--- src/rtl/microcode_sequencer.sv ---
// Writable-control-store microprogram sequencer: uPC, microprogram RAM, opcode dispatch table, registered ctrl.
// Latency: ctrl shows the word fetched at the previous upc (1 cycle); stall freezes upc/ctrl, halt_req wins over stall.
module microcode_sequencer #(
  parameter  int CW_WIDTH    = 41,
  parameter  int UADDR_WIDTH = 6,
  parameter  int OPC_WIDTH   = 4,
  parameter  int CSEL_W      = 1,
  parameter  int START_ADDR  = 0,
  localparam int NUM_COND    = 2**CSEL_W,
  localparam int W           = CW_WIDTH + 2 + 1 + CSEL_W + UADDR_WIDTH
) (
  input  logic                   clock,
  input  logic                   reset_n,
  input  logic                   start,
  input  logic                   halt_req,
  input  logic                   stall,
  input  logic [OPC_WIDTH-1:0]   opcode,
  input  logic [NUM_COND-1:0]    cond,
  input  logic                   wr_en,
  input  logic                   wr_sel,
  input  logic [UADDR_WIDTH-1:0] wr_addr,
  input  logic [W-1:0]           wr_data,
  output logic [CW_WIDTH-1:0]    ctrl,
  output logic [UADDR_WIDTH-1:0] upc,
  output logic                   busy,
  output logic                   halted,
  output logic                   wr_err
);

  localparam logic [UADDR_WIDTH-1:0] START_UPC = UADDR_WIDTH'(START_ADDR);
  localparam logic [UADDR_WIDTH-1:0] UPC_ONE   = {{(UADDR_WIDTH-1){1'b0}}, 1'b1};

  typedef enum logic [1:0] {
    ST_IDLE = 2'b00,
    ST_RUN  = 2'b01,
    ST_HALT = 2'b10
  } state_t;

  typedef enum logic [1:0] {
    SEQ_JUMP     = 2'b00,
    SEQ_DISPATCH = 2'b01,
    SEQ_BRANCH   = 2'b10,
    SEQ_END      = 2'b11
  } seq_t;

  typedef struct packed {
    logic [CW_WIDTH-1:0]    ctrl;
    seq_t                   seq;
    logic                   inv;
    logic [CSEL_W-1:0]      csel;
    logic [UADDR_WIDTH-1:0] nxt;
  } uword_t;

  // Stores have no reset so their contents survive reset_n.
  logic [W-1:0]           ustore [2**UADDR_WIDTH];
  logic [UADDR_WIDTH-1:0] dtab   [2**OPC_WIDTH];

  state_t                 state_q, state_d;
  logic [UADDR_WIDTH-1:0] upc_q, upc_d;
  logic [CW_WIDTH-1:0]    ctrl_q, ctrl_d;
  logic                   wr_err_q;
  logic                   store_we;
  logic                   branch_taken;
  uword_t                 word;

  assign word         = uword_t'(ustore[upc_q]);
  assign branch_taken = cond[word.csel] ^ word.inv;
  assign store_we     = wr_en && (state_q != ST_RUN);

  always_ff @(posedge clock) begin
    if (store_we) begin
      if (wr_sel) begin
        dtab[wr_addr[OPC_WIDTH-1:0]] <= wr_data[UADDR_WIDTH-1:0];
      end else begin
        ustore[wr_addr] <= wr_data;
      end
    end
  end

  always_comb begin
    state_d = state_q;
    upc_d   = upc_q;
    ctrl_d  = ctrl_q;
    case (state_q)
      ST_RUN: begin
        if (halt_req) begin
          state_d = ST_HALT;
          ctrl_d  = '0;
        end else if (!stall) begin
          ctrl_d = word.ctrl;
          case (word.seq)
            SEQ_JUMP:     upc_d = word.nxt;
            SEQ_DISPATCH: upc_d = dtab[opcode];
            SEQ_BRANCH:   upc_d = branch_taken ? word.nxt : (upc_q + UPC_ONE);
            SEQ_END:      state_d = ST_HALT;
            default:      upc_d = upc_q;
          endcase
        end
      end
      default: begin
        // IDLE and HALT: ctrl is cleared; the END word's ctrl lasts exactly one cycle.
        ctrl_d = '0;
        if (halt_req) begin
          state_d = ST_HALT;
        end else if (start) begin
          state_d = ST_RUN;
          upc_d   = START_UPC;
        end
      end
    endcase
  end

  always_ff @(posedge clock or negedge reset_n) begin
    if (!reset_n) begin
      state_q  <= ST_IDLE;
      upc_q    <= START_UPC;
      ctrl_q   <= '0;
      wr_err_q <= 1'b0;
    end else begin
      state_q  <= state_d;
      upc_q    <= upc_d;
      ctrl_q   <= ctrl_d;
      wr_err_q <= wr_en && (state_q == ST_RUN);
    end
  end

  assign ctrl   = ctrl_q;
  assign upc    = upc_q;
  assign busy   = (state_q == ST_RUN);
  assign halted = (state_q == ST_HALT);
  assign wr_err = wr_err_q;

endmodule

--- config.mk ---
export PLATFORM = sky130hd
export DESIGN_NAME = microcode_sequencer
export DESIGN_NICKNAME = d
export VERILOG_FILES = /design/src/rtl/microcode_sequencer.sv
export SDC_FILE = /design/constraint.sdc
export NUM_CORES = 2
export LEC_CHECK = 0
export BUFFER_PORTS_ARGS = -buffer_cell sky130_fd_sc_hd__buf_2
export CELL_PAD_IN_SITES_DETAIL_PLACEMENT = 1
export CELL_PAD_IN_SITES_GLOBAL_PLACEMENT = 2
export CORE_UTILIZATION = 46
export DETAILED_ROUTE_END_ITERATION = 12
export PLACE_DENSITY = 0.71
export SLEW_MARGIN = 20
export SYNTH_ARGS = -nofsm -noshare
export SYNTH_HDL_FRONTEND = slang
export SYNTH_SLANG_ARGS = --single-unit
--- constraint.sdc ---
create_clock -name clock -period 4.3 [get_ports clock]
set_input_delay 0 -clock clock [delete_from_list [all_inputs] [get_ports clock]]
set_output_delay 0 -clock clock [all_outputs]
set_load 0.01 [all_outputs]
Word level (Yosys, flattened, before mapping) --
Memories as Yosys holds them, arrays and structs flattened. Cells that the tools add are included.
Operators by class: add/subtract/negate cells 1, $lt $le $gt $ge 1, eq/ne operators 10, mux-type cells 24, bitwise logic cells 2, reduce and logical (&&, ||, !) cells 7
Operators by type and width (number):
- 2-to-1 mux 41 bit | 3
- 2-to-1 mux 6 bit | 6
- case mux 6 bit (3 select lines) | 1
- 2-to-1 mux 2 bit | 6
- 2-to-1 mux 1 bit | 8
- adder 6 x 1 -> 6 bit (second input constant) | 1
- equality test 2 bit (second input constant) | 3
- equality test 2 x 1 -> 1 bit (second input constant) | 2
- inequality test 4 x 1 -> 1 bit (second input constant) | 1
- AND reduction 4 bit | 1
- inequality test 3 x 2 -> 1 bit (second input constant) | 1
- inequality test 3 bit (second input constant) | 1
- AND reduction 3 bit | 1
- nonzero test 3 bit | 1
- logical AND 1 bit | 2
- logical NOT 2 bit | 1
- < comparator 1 x 2 -> 1 bit (second input constant) | 1
- inequality test 2 x 1 -> 1 bit (second input constant) | 1
- inequality test 2 bit (second input constant) | 1
- nonzero test 2 bit | 1
- NOT 1 bit | 1
- bitwise XOR 1 bit | 1
Word-level totals: bits in registers 50, RAM bits 3360, input port bits 70, output and inout port bits 50, word-level logic and storage cells 51, memories kept 2
Memory list:
- ustore | depth 64, width 51, rd ports 1, clocked after memory_dff 0, wr ports 1, RTL line 55 | logic [W-1:0] ustore [2**UADDR_WIDTH];
- dtab | depth 16, width 6, rd ports 1, clocked after memory_dff 0, wr ports 1, RTL line 56 | logic [UADDR_WIDTH-1:0] dtab [2**OPC_WIDTH];

Depth between registers and ports, before layout --
An unclocked memory read counts as a cell.
depth after elaboration 9, depth in mapped cells 24, gate-level depth less buffers 15

Least setup slack after synthesis --
Ideal clock, no wire load.
kind register to register, start register upc_q[1] (netlist: upc[1]), end register upc_q[5] (netlist: upc[5]), setup time 126 ps, arrival 4503 ps, data required time 4174 ps, setup slack -329 ps, stages on the path, launching flop included 21, path buffers 7, clock period less this slack 4629 ps, cell sequence dfrtp_1 buf_4 buf_6 buf_4 buf_2 buf_2 clkbuf_1 mux4_2 mux4_2 a211oi_1 a21o_1 inv_1 ha_1 nor3_1 nor3_1 o21bai_1 nor2_1 clkbuf_1 nand3_1 mux2i_1 a221o_1
On the way: longest elaborated chain between the ends 9
Ends and longest elaborated chain:
- start, declared | RTL line 59 | logic [UADDR_WIDTH-1:0] upc_q, upc_d;
- start signal, assigned | RTL line 121 | upc_q <= upc_d;
- memory (64 x 51 bit)
- 2-to-1 mux 1 bit (not written as such) (2 in series) | RTL line 67 | assign branch_taken = cond[word.csel] ^ word.inv;
- bitwise XOR 1 bit | RTL line 67
- 2-to-1 mux 6 bit | RTL line 94 | SEQ_BRANCH: upc_d = branch_taken ? word.nxt : (upc_q + UPC_ONE);
- case mux 6 bit (3 select lines) | RTL line 91 | case (word.seq)
- 2-to-1 mux 6 bit | RTL line 89 | end else if (!stall) begin
- 2-to-1 mux 6 bit | RTL line 86 | if (halt_req) begin
- 2-to-1 mux 6 bit | RTL line 84 | case (state_q)
Parallel ways exist; a longest one is shown, timed or not. The select of a mux whose other input is x is not followed. A chain may end at the register's enable or synchronous reset.

Worst setup path after layout --
start register upc_q[1] (netlist: upc[1]), end register upc_q[0] (netlist: upc[0])
On the way: longest elaborated chain between the ends 9
Ends and longest elaborated chain (RTL line):
- memory (64 x 51 bit) (*)
- 2-to-1 mux 1 bit (not written as such) (2 in series) | 67
- bitwise XOR 1 bit | 67
- 2-to-1 mux 6 bit | 94
- case mux 6 bit (3 select lines) | 91
- 2-to-1 mux 6 bit | 89
- 2-to-1 mux 6 bit | 86
- 2-to-1 mux 6 bit | 84
Mark *: on every way between the ends. The rest lies on a longest branch, timed or not. The select of a mux whose other input is x is not followed.

==> results <==
- The nature of the critical path startpoint is a flip-flop.
- The total power is roughly 90 mW.
- The transition time at the pin with the least slew margin is 1.11 ns.
- During synthesis, Yosys emitted a total of 0 warnings.
- For this design the total switching power over the nets is 26.1 mW.
- After filler insertion, the fill cell instance count of the layout stands at about 24000.
- The number of synthesized register bits is between 3000 and 4000.
- The TritonCTS clock tree is yes.
- The via count is 65400.
- The final layout contains 6138 nets.
- Combinational logic burns 26.0% of the power.
- The sequential cells in the finished layout cover a total of approximately 100000 um^2.
- For the final routed database, the setup TNS stands at 0 ns.
- Setup repair after global routing left no endpoint under its margin.
- The first global-routing pass estimated roughly 540000 um of wire.
- The internal portion of total power is between 60 and 70 mW.
- The worst setup path is captured at a flip-flop.
- Clock skew on the completed layout was measured at ~0.055 ns.
- After the first detailed-routing iteration, the DRC count stood at 7850.
- Before antenna repair, the detailed router went through 6 iterations.
- The register area share after synthesis is 78.4%.
- The clock network is responsible for 33.1% of the overall power.
- Global routing finished with a remaining overflow of 0.
- The maximum number of pins on one net before global-route repair is 118.
- The number of global-route vias before repair is 66900.
- The most common cell after layout, fill and taps aside is sky130_fd_sc_hd__edfxtp_1.
- CTS placed an instance of sky130_fd_sc_hd__clkbuf_16 at the clock tree root.
- The count of endpoints failing setup in the final report is 0.
- In this run, synthesis inferred about 3400 flip-flops with an integrated enable.
- The number of buffer cells added on primary ports is around 120.
- The share of synthesized flip-flops with an asynchronous set or reset is under 10%.
- The final weighted congestion of routability-driven global placement is 0.800.
- The number of distinct standard cells referenced by the synthesized netlist is 61.
- The mean number of vias per cell is roughly 6.5.
- The data arrival time at the worst-slack endpoint is just over 5 ns.
- The share of total power consumed by net switching is around 29%.
- The max-slew headroom at the worst pin is 26.3%.
- For this run, design rule violations remaining after detail routing come to 0.
- The path category of the worst min-delay check is in -> reg.
- The number of hold violations in the final report came to 0.
- The synthesized netlist occupies a cell area of ~130000 um^2.
- The synthesized area per cell is between 20 and 25 um^2.
- The initial antenna violation count was 13.
- The floorplan has 194 rows.
- The ratio of cells with drive above 1 in the final layout is between 20% and 30%.
- The number of nets produced by synthesis is 5684.
- The maximum fanout along the worst path is 70.
- The number of placed I/O pins is 120.
- The kind of critical path is reg -> reg.
- The die is 534 um wide.
- In this run, flip-flops and latches consume 41.0% of the power.
- In the layout the commonest cells are 3360 x sky130_fd_sc_hd__edfxtp_1, 847 x sky130_fd_sc_hd__mux4_2, 353 x sky130_fd_sc_hd__clkbuf_16.
- The half-perimeter wire length of the detailed placement result is 196000 um.
- The tool flagged a number of max-cap violations equal to 0.
- The total wire length is just under 400000 um.
- The floorplan step set the die height to 534 um.
- The number of max-slew violations in the final report is 0.
- The clock insertion delay at the later pin of the skew report is 0.95 ns.
- The clock net in this run drives a total of about 3400 sinks.
- The multi-input combinational cell area is 26900 um^2.
- The required time of the critical path is approximately 5 ns.
- In this run the remaining antenna-violating nets after routing total 0.
- After clock tree synthesis, the clock-pin slew on the worst setup and hold paths is 0.06 ns.
- Once the floorplan was initialized, standard cells occupied 46.5% of the core.
- The clock period could shrink to approximately 4.2 ns.
- The buffer depth of the longest clock path is 4.
- Counting the buffers created by CTS gives 350.
- The dominant synthesized flop cell is sky130_fd_sc_hd__edfxtp_1.
- The share of the cycle needed by the critical path after routing is 98.5%.
- The core area is ~280000 um^2.
- At the end of the flow the core is filled with cells to 53.3%.
- The analysis attributes to cell leakage a power of around 45 nW.
- The detailed-route wire length per cell is 39.3 um.
- Across the VDD grid, the largest voltage drop is 0.760 mV.
- In this run the power density over the cells is just over 600 nW/um^2.
- Global routing consumed, over all layers together, 27.7% of the routing resources.
- Synthesis produced 5609 cells.
- The area of the die is 285000 um^2.
- The area growth from synthesis to layout is 14.7%.
- The highest clock rate is approximately 0.24 GHz.
- The run finished with clean final reports.
- In this run the number of H-tree levels came out at 5.
[logic make-up after synthesis]
kind of cell,count (synthesis),share of synthesized area (%)
and+or+nand+nor,223,0.740
buffers and inverters,330,1.32
DFF,3410,78.4
AOI/OAI and AO/OA,521,2.71
muxes,1116,16.7
adders and majority gates,5,0.0480
xor gates and xnor gates,4,0.0327
[layer usage]
| layer | vias to the layer above | track usage (%) | wire, um |
|---|---|---|---|
| li1 | 25100 | - | - |
| met1 | 36300 | 37.4 | 155000 |
| met2 | 3227 | 46.1 | 197000 |
| met3 | 745 | 4.26 | 29900 |
| met4 | 8 | 9.82 | 15100 |
| met5 | - | 0 | 36 |
[cells in the mapped netlist (4+ instances only)]
master | count | area share, %
sky130_fd_sc_hd__mux4_2 | 847 | 15
sky130_fd_sc_hd__dfrtp_1 | 50 | 0.96
sky130_fd_sc_hd__o311ai_0 | 8 | 0.054
sky130_fd_sc_hd__buf_1 | 38 | 0.11
sky130_fd_sc_hd__a21oi_1 | 105 | 0.40
sky130_fd_sc_hd__edfxtp_1 | 3360 | 77
sky130_fd_sc_hd__nor3_1 | 18 | 0.069
sky130_fd_sc_hd__nor2_1 | 97 | 0.28
sky130_fd_sc_hd__and2_1 | 6 | 0.029
sky130_fd_sc_hd__nor2b_1 | 6 | 0.029
sky130_fd_sc_hd__nand3_1 | 12 | 0.046
sky130_fd_sc_hd__clkbuf_1 | 122 | 0.35
sky130_fd_sc_hd__o221ai_1 | 93 | 0.63
sky130_fd_sc_hd__a22oi_1 | 9 | 0.052
sky130_fd_sc_hd__a221oi_1 | 24 | 0.16
sky130_fd_sc_hd__buf_6 | 20 | 0.17
sky130_fd_sc_hd__buf_4 | 38 | 0.22
sky130_fd_sc_hd__a22o_1 | 39 | 0.26
sky130_fd_sc_hd__inv_1 | 10 | 0.029
sky130_fd_sc_hd__mux2_2 | 4 | 0.035
sky130_fd_sc_hd__o21ai_0 | 101 | 0.39
sky130_fd_sc_hd__ha_1 | 5 | 0.048
sky130_fd_sc_hd__o22ai_1 | 91 | 0.44
sky130_fd_sc_hd__nand2_1 | 62 | 0.18
sky130_fd_sc_hd__mux2i_1 | 264 | 2.0
sky130_fd_sc_hd__o211ai_1 | 4 | 0.023
sky130_fd_sc_hd__buf_2 | 94 | 0.36
sky130_fd_sc_hd__a211oi_1 | 10 | 0.058
sky130_fd_sc_hd__nand2b_1 | 7 | 0.034
sky130_fd_sc_hd__a221o_1 | 11 | 0.085
[worst paths after layout]
| check | cells past startpoint | end | slack (ns) | start |
|---|---|---|---|---|
| max | 12 | upc[0] | 0.07 | upc[1] |
| min reg2reg | 2 | ctrl[30] | 0.51 | ctrl[30] |
| min in group asynchronous | 4 | ctrl[22] | 0.30 | reset_n |
| max reg2reg | 12 | upc[0] | 0.07 | upc[1] |
| max in group asynchronous | 4 | ctrl[33] | 3.47 | reset_n |
| min | 4 | ustore[52][5] | 0.19 | wr_addr[4] |
[metrics by stage]
step	worst slack, ns	hold WS, ns	instance area (um^2)	std cells
final	0.0663	0.187	149000	10100
after detailed placement	0.0881	0.0725	137000	9358
after global routing	0.00289	0.182	149000	10100
after CTS	0.0662	0.134	149000	10100
after global placement	0.150	0.0683	137000	9358
after floorplan	0.00143	-0.296	130000	5609
[power groups by stage]
stage / registers, mW / logic [mW] / clock network, mW
finish: 37.0 / 23.4 / 29.8
global route: 37.0 / 24.6 / 31.3
detailed placement: 37.7 / 23.2 / 0
floorplan: 37.4 / 16.6 / 0
global placement: 37.7 / 23.0 / 0
CTS: 37.0 / 23.4 / 30.2
[cell type report]
class,instances,share of cell area (%)
antenna,11,0.0184
sequential,3410,68.4
multi-input combinational,1869,18.0
timing repair buffer,420,2.96
inverter,12,0.0360
clock inverter,189,1.26
tap,3724,3.12
clock buffer,442,6.20
[timing repair]
action / CTS / global route
hold buffers: 76 / 0
endpoints found under the setup margin: 0 / 8
buffers inserted: 0 / 1
gates resized for setup: 0 / 2
hold endpoints to repair: 3549 / 0
[state kept, by name, indices dropped and copies added, names as in the netlist]
name,count
ustore,3264
dtab,96
ctrl,41
upc,6
state_q,2
wr_err,1
[critical path: stages, from the launching register on]
cell                       delay, ns
sky130_fd_sc_hd__dfrtp_4        0.73
sky130_fd_sc_hd__buf_12         0.44
sky130_fd_sc_hd__mux4_2         0.59
sky130_fd_sc_hd__mux2i_1        0.17
sky130_fd_sc_hd__nor4_1         0.08
sky130_fd_sc_hd__a31oi_1        0.26
sky130_fd_sc_hd__o311ai_1       0.24
sky130_fd_sc_hd__buf_4          0.20
sky130_fd_sc_hd__mux2i_1        0.14
sky130_fd_sc_hd__buf_4          0.14
sky130_fd_sc_hd__xor2_2         0.53
sky130_fd_sc_hd__mux2i_1        0.15
sky130_fd_sc_hd__a221o_1        0.35
No activity file was read; power rests on OpenSTA's default activity.
